===== src/rtl/aibcr3_latch_upd_pkg.sv =====
// Shared types and helpers for the aibcr3 latch update sequencer.
// The state enum and counter sizing live here so the top and counter agree.
package aibcr3_latch_upd_pkg;

    typedef enum logic [2:0] {
        INIT,
        IDLE,
        SETUP,
        EN,
        HOLD,
        CLR,
        ACK
    } state_e;

    // Width that holds the largest phase length; one spare bit keeps the
    // result at least one bit wide when every phase length is 1.
    function automatic int cnt_width(input int setup_cyc, input int en_cyc,
                                     input int hold_cyc, input int rst_hold);
        int m;
        m = setup_cyc;
        if (en_cyc > m)   m = en_cyc;
        if (hold_cyc > m) m = hold_cyc;
        if (rst_hold > m) m = rst_hold;
        return $clog2(m) + 1;
    endfunction

endpackage


===== src/rtl/aibcr3_latch_upd_cnt.sv =====
// Loadable down-counter that saturates at zero; load takes priority over
// counting, and the zero flag is decoded straight from the count register.
module aibcr3_latch_upd_cnt #(
    parameter int             W       = 3,
    parameter logic [W-1:0]   RST_VAL = '0
) (
    input  logic         clk,
    input  logic         rst_n,
    input  logic         load,
    input  logic [W-1:0] load_val,
    output logic         zero
);

    logic [W-1:0] cnt_q;
    logic [W-1:0] cnt_d;

    assign zero = (cnt_q == '0);

    // NOTE: every signal assigned in always_comb gets a default first, so no
    // path through the block leaves it unassigned and no latch is inferred.
    always_comb begin
        cnt_d = cnt_q;
        if (load) begin
            cnt_d = load_val;
        end else if (!zero) begin
            cnt_d = cnt_q - W'(1);
        end
    end

    // NOTE: sequential state uses non-blocking assignments so every flop
    // samples pre-edge values regardless of block evaluation order.
    always_ff @(posedge clk or negedge rst_n) begin
        if (!rst_n) begin
            cnt_q <= RST_VAL;
        end else begin
            cnt_q <= cnt_d;
        end
    end

endmodule


===== src/rtl/aibcr3_latch_upd_ctrl.sv =====
// Sequencer for a bank of aibcr3_latch cells: frames every code update with
// setup/enable/hold phases and drives clears and reset exit through CDN.
module aibcr3_latch_upd_ctrl
    import aibcr3_latch_upd_pkg::*;
#(
    parameter int CODE_W    = 10,
    parameter int SETUP_CYC = 2,
    parameter int EN_CYC    = 2,
    parameter int HOLD_CYC  = 2,
    parameter int RST_HOLD  = 4
) (
    input  logic              clk,
    input  logic              rst_n,
    input  logic              upd_req,
    input  logic [CODE_W-1:0] upd_code,
    input  logic              clr_req,
    output logic              busy,
    output logic              upd_ack,
    output logic [CODE_W-1:0] latch_d,
    output logic              latch_en,
    output logic              latch_cdn
);

    localparam int CNT_W = cnt_width(SETUP_CYC, EN_CYC, HOLD_CYC, RST_HOLD);

    // Counter reload values: a phase of N cycles counts N-1 down to zero.
    localparam logic [CNT_W-1:0] SETUP_LD = CNT_W'(SETUP_CYC - 1);
    localparam logic [CNT_W-1:0] EN_LD    = CNT_W'(EN_CYC - 1);
    localparam logic [CNT_W-1:0] HOLD_LD  = CNT_W'(HOLD_CYC - 1);
    localparam logic [CNT_W-1:0] RST_LD   = CNT_W'(RST_HOLD - 1);

    state_e              state_q,     state_d;
    logic [CODE_W-1:0]   latch_d_q,   latch_d_d;
    logic                latch_en_q,  latch_en_d;
    logic                latch_cdn_q, latch_cdn_d;
    logic                busy_q,      busy_d;
    logic                upd_ack_q,   upd_ack_d;
    logic                cnt_load;
    logic [CNT_W-1:0]    cnt_val;
    logic                cnt_zero;

    aibcr3_latch_upd_cnt #(
        .W       (CNT_W),
        .RST_VAL (RST_LD)
    ) u_cnt (
        .clk      (clk),
        .rst_n    (rst_n),
        .load     (cnt_load),
        .load_val (cnt_val),
        .zero     (cnt_zero)
    );

    always_comb begin
        state_d     = state_q;
        latch_d_d   = latch_d_q;
        latch_en_d  = latch_en_q;
        latch_cdn_d = latch_cdn_q;
        upd_ack_d   = 1'b0;
        cnt_load    = 1'b0;
        cnt_val     = '0;

        case (state_q)
            INIT: begin
                latch_cdn_d = 1'b0;
                if (cnt_zero) begin
                    state_d     = IDLE;
                    latch_cdn_d = 1'b1;
                end
            end
            IDLE: begin
                // Clear wins over a simultaneous update request.
                if (clr_req) begin
                    state_d     = CLR;
                    latch_d_d   = '0;
                    latch_cdn_d = 1'b0;
                    cnt_load    = 1'b1;
                    cnt_val     = EN_LD;
                end else if (upd_req) begin
                    state_d   = SETUP;
                    latch_d_d = upd_code;
                    cnt_load  = 1'b1;
                    cnt_val   = SETUP_LD;
                end
            end
            SETUP: begin
                if (cnt_zero) begin
                    state_d    = EN;
                    latch_en_d = 1'b1;
                    cnt_load   = 1'b1;
                    cnt_val    = EN_LD;
                end
            end
            EN: begin
                if (cnt_zero) begin
                    state_d    = HOLD;
                    latch_en_d = 1'b0;
                    cnt_load   = 1'b1;
                    cnt_val    = HOLD_LD;
                end
            end
            HOLD: begin
                if (cnt_zero) begin
                    state_d   = ACK;
                    upd_ack_d = 1'b1;
                end
            end
            CLR: begin
                if (cnt_zero) begin
                    state_d     = ACK;
                    latch_cdn_d = 1'b1;
                    upd_ack_d   = 1'b1;
                end
            end
            ACK: begin
                state_d = IDLE;
            end
            default: begin
                state_d     = INIT;
                latch_en_d  = 1'b0;
                latch_cdn_d = 1'b0;
            end
        endcase

        busy_d = (state_d != IDLE);
    end

    always_ff @(posedge clk or negedge rst_n) begin
        if (!rst_n) begin
            state_q     <= INIT;
            latch_d_q   <= '0;
            latch_en_q  <= 1'b0;
            latch_cdn_q <= 1'b0;
            busy_q      <= 1'b1;
            upd_ack_q   <= 1'b0;
        end else begin
            state_q     <= state_d;
            latch_d_q   <= latch_d_d;
            latch_en_q  <= latch_en_d;
            latch_cdn_q <= latch_cdn_d;
            busy_q      <= busy_d;
            upd_ack_q   <= upd_ack_d;
        end
    end

    assign busy      = busy_q;
    assign upd_ack   = upd_ack_q;
    assign latch_d   = latch_d_q;
    assign latch_en  = latch_en_q;
    assign latch_cdn = latch_cdn_q;

endmodule


===== config.mk =====
export PLATFORM = sky130hd
export DESIGN_NAME = aibcr3_latch_upd_ctrl
export DESIGN_NICKNAME = d
export VERILOG_FILES = /design/src/rtl/aibcr3_latch_upd_pkg.sv /design/src/rtl/aibcr3_latch_upd_cnt.sv /design/src/rtl/aibcr3_latch_upd_ctrl.sv
export SDC_FILE = /design/constraint.sdc
export NUM_CORES = 1
export LEC_CHECK = 0
export ABC_AREA = 1
export CAP_MARGIN = 15
export CORE_UTILIZATION = 28
export CTS_CLUSTER_DIAMETER = 150
export DETAILED_ROUTE_END_ITERATION = 8
export PLACE_DENSITY = 0.55
export SYNTH_ARGS = -nofsm -noshare
export SYNTH_HDL_FRONTEND = slang
export SYNTH_SLANG_ARGS = --single-unit

===== constraint.sdc =====
create_clock -name clk -period 2.1 [get_ports clk]
set_input_delay 0.315 -clock clk [delete_from_list [all_inputs] [get_ports clk]]
set_output_delay 0.315 -clock clk [all_outputs]
set_load 0.01 [all_outputs]

==> flow_metrics.py <==
metrics = {
    "sta": {
        "layout_min_cycle_time_ns": 1.705,
        "max_slew.worst_pin.slew_ns": 0.3570,
        "relSlewSlack": 0.7620,
        "slew_viol_final": 0,
        "max_freq_ghz": 0.5866,
        "fin_setup_tns_ns": 0,
        "skew_ns": 0.001993,
        "holdWs_ns": 0.3122,
        "hold_violations": 0,
        "finalSetupViolations": 0,
        "period_share": 0.8117,
        "rsz0062_at_grt": "false",
    },
    "setup_path": {
        "crit_type": "flop to primary output",
        "endpoint": "busy",
        "crit_path_end_kind": "primary output",
        "r2r_slack_ns": 0.60,
        "worstPathArrival_ns": 1.39,
        "worst-path-stages": 1,
        "cpMaxStageDelayCell": "dfstp_2",
        "crit_fanout": 1,
        "cp-start-kind": "flop",
        "cp_data_required_time_ns": 1.78,
        "cpPeakStageDelay_ns": 0.54,
        "r2r_cells": 6,
        "cp_top_family": "flip-flops",
        "reg2reg_to": "u_cnt.cnt_q[1]$_DFFE_PN1P_",
        "path_buf_inv": 1,
        "startpoint": "busy$_DFF_PN1_",
        "reg2reg_from": "u_cnt.cnt_q[0]$_DFFE_PN1P_",
        "cp_cell_sequence": "clkdlybuf4s50_1",
    },
    "grt": {
        "grt_first_pass_wirelength_um": 3795,
        "track_usage": 0.1256,
        "antenna_found_initial": 0,
        "grt_max_degree": 21,
        "grt_pass1_vias": 898,
        "gr-total-overflow": 0,
    },
    "routing": {
        "drt-initial-drc-count": 63,
        "firstDrtPassIters": 5,
        "vias_per_cell": 4.343,
        "postRouteWirelength_um": 2293,
        "ant_nets": 0,
        "drc": 0,
        "vias": 873,
        "wl_per_cell_um": 11.41,
    },
    "power": {
        "seqPwrFrac": 0.363,
        "intPower_uw": 1137,
        "power_frac_comb": 0.461,
        "vdd_drop_max_v": 0.0004273,
        "pwr-share-clk": 0.176,
        "powerDensity_nw_per_um2": 1340,
        "p_leak_uw": 0.0006776,
        "swShare": 0.3905,
        "p_sw_uw": 728.4,
    },
    "cells_and_area": {
        "multi_input_area_sq_um": 440.4,
        "fill_cells": 343,
        "finalNetCount": 172,
        "seq_area_sq_um": 504.2,
        "antenna_cells": 0,
        "syn2layout_area_growth_pct": 36.06,
        "drive_gt1_frac": 0.1484,
    },
    "synthesis": {
        "synth_area_sq_um": 1023,
        "ys_types": 20,
        "synth.net_count": 141,
        "ys_seq_area_frac": 0.4927,
        "synth_cells": 125,
        "synth-seq-cells": 20,
        "avgSynthCellArea_sq_um": 8.188,
        "yosysWarnings": 0,
    },
    "floorplanning": {
        "core-area_sq_um": 3416,
        "num_rows": 21,
        "die_area_sq_um": 3901,
        "ios": 28,
        "die_x_um": 62.46,
        "die_y_um": 62.46,
        "initial_utilization": 0.2996,
    },
    "cts": {
        "cts_setup_buffers": 0,
        "cts_tree": "yes",
        "path_clk_slew_ns": 0.12,
        "clk_latency_ns": 0.32,
        "cts.sinks": 20,
        "holdBufCountCts": 0,
        "cts_buffers": 3,
        "cts_buffer_depth": 2,
        "htree_levels": 1,
        "clockRootBuffer": "clkbuf_4",
        "post_cts_resized": 0,
    },
    "job": {
        "drv_cap": 0,
    },
    "placed_design": {
        "dpl.hpwl_um": 1723,
        "place_congestion": 0.8125,
        "numPortBuffers": 27,
    },
    "outcome": {
        "outcome": "finished, final reports clean",
    },
    "hold_path": {
        "hp-class": "input pin to asynchronous set/reset pin",
    },
}
## cells in the mapped netlist
cell type,count,area share
dfstp_2,3,0.077
nand3_2,2,0.020
nand3_1,18,0.088
o21a_1,1,0.0073
nor3_4,1,0.016
xnor2_1,1,0.0086
o21ai_0,4,0.020
nand2_1,41,0.15
inv_2,3,0.011
nor2_4,1,0.011
buf_6,1,0.011
nor3_2,1,0.0098
inv_1,11,0.040
nand2_2,2,0.012
buf_4,2,0.015
nand4_1,1,0.0061
dfrtp_1,17,0.42
nor2_2,4,0.024
ha_1,2,0.024
nor2_1,9,0.033
## registers in the layout (all words and copies together), names as in the netlist
signal and count:
busy 1, latch_cdn 1, latch_d 10, latch_en 1
state_q 3, u_cnt.cnt_q 3, upd_ack 1
## through the flow
| step | cells | instance area (sq um) | setup slack [ns] | total power [uW] | util |
|---|---|---|---|---|---|
| final | 201 | 1393 | 0.3953 | 1865 | 0.4077 |
| after global routing | 201 | 1393 | 0.3547 | 2016 | 0.4077 |
| after CTS | 201 | 1393 | 0.3756 | 1894 | 0.4077 |
| after detailed placement | 197 | 1340 | 0.4214 | 1549 | 0.3923 |
| after global placement | 197 | 1340 | 0.4640 | 1537 | 0.3923 |
| after floorplan | 125 | 1023 | 0.7939 | 1235 | - |
## final cells by class
| cell class | count | area share |
|---|---|---|
| Clock inverter | 1 | 0.02156 |
| Clock buffer | 3 | 0.01617 |
| Inverter | 14 | 0.03774 |
| Sequential cell | 20 | 0.3621 |
| Timing Repair Buffer | 29 | 0.2049 |
| Tap cell | 46 | 0.04133 |
| Multi-Input combinational cell | 88 | 0.3163 |
## placed cells by master (no fill, tap or decap), drive strengths merged, types with 2 or more instances in the layout
cell type	count
nand2	43
clkdlybuf4s50	27
nand3	20
dfrtp	17
inv	14
nor2	14
o21ai	4
dfstp	3
clkbuf	3
ha	2
buf	2
nor3	2
## how the worst min path moves through the flow
stage	end	slack, ns	cells past startpoint
after global placement	latch_d[4]$_DFFE_PN0P_	0.47	2
final	latch_cdn$_DFFE_PN0P_	0.31	2
after detailed placement	latch_cdn$_DFFE_PN0P_	0.47	2
after floorplan	latch_cdn$_DFFE_PN0P_	0.02	0
after CTS	state_q[2]$_DFF_PN0_	0.31	2
after global routing	latch_cdn$_DFFE_PN0P_	0.33	2
## power groups by stage
stage	clock [uW]	sequential (uW)	combinational, uW
3_3_place_gp	0	679	858
6_report	328	677	860
4_1_cts	346	676	872
3_5_place_dp	0	683	866
5_1_grt	356	695	965
2_1_floorplan	0	690	545
## metal layers
| metal | share of wire | routed length (um) | global-route usage | vias to the layer above |
|---|---|---|---|---|
| li1 | - | - | - | 453 |
| met1 | 0.43 | 997 | 0.1341 | 398 |
| met2 | 0.51 | 1171 | 0.2188 | 17 |
| met3 | 0.023 | 53 | 0.02372 | 5 |
| met4 | 0.031 | 71 | 0.09302 | 0 |
| met5 | 0 | 0 | 0 | - |
## logic make-up (layout without fill, tap and decap cells)
kind of cell,Yosys count,after routing,share of synthesized area
compound gates,5,5,0.02690
buf+inv,17,47,0.07701
simple gates,80,80,0.3704
fa+ha+maj,2,2,0.02445
flops,20,20,0.4927
xor+xnor,1,1,0.008559
(Power assumes the default switching activity.)
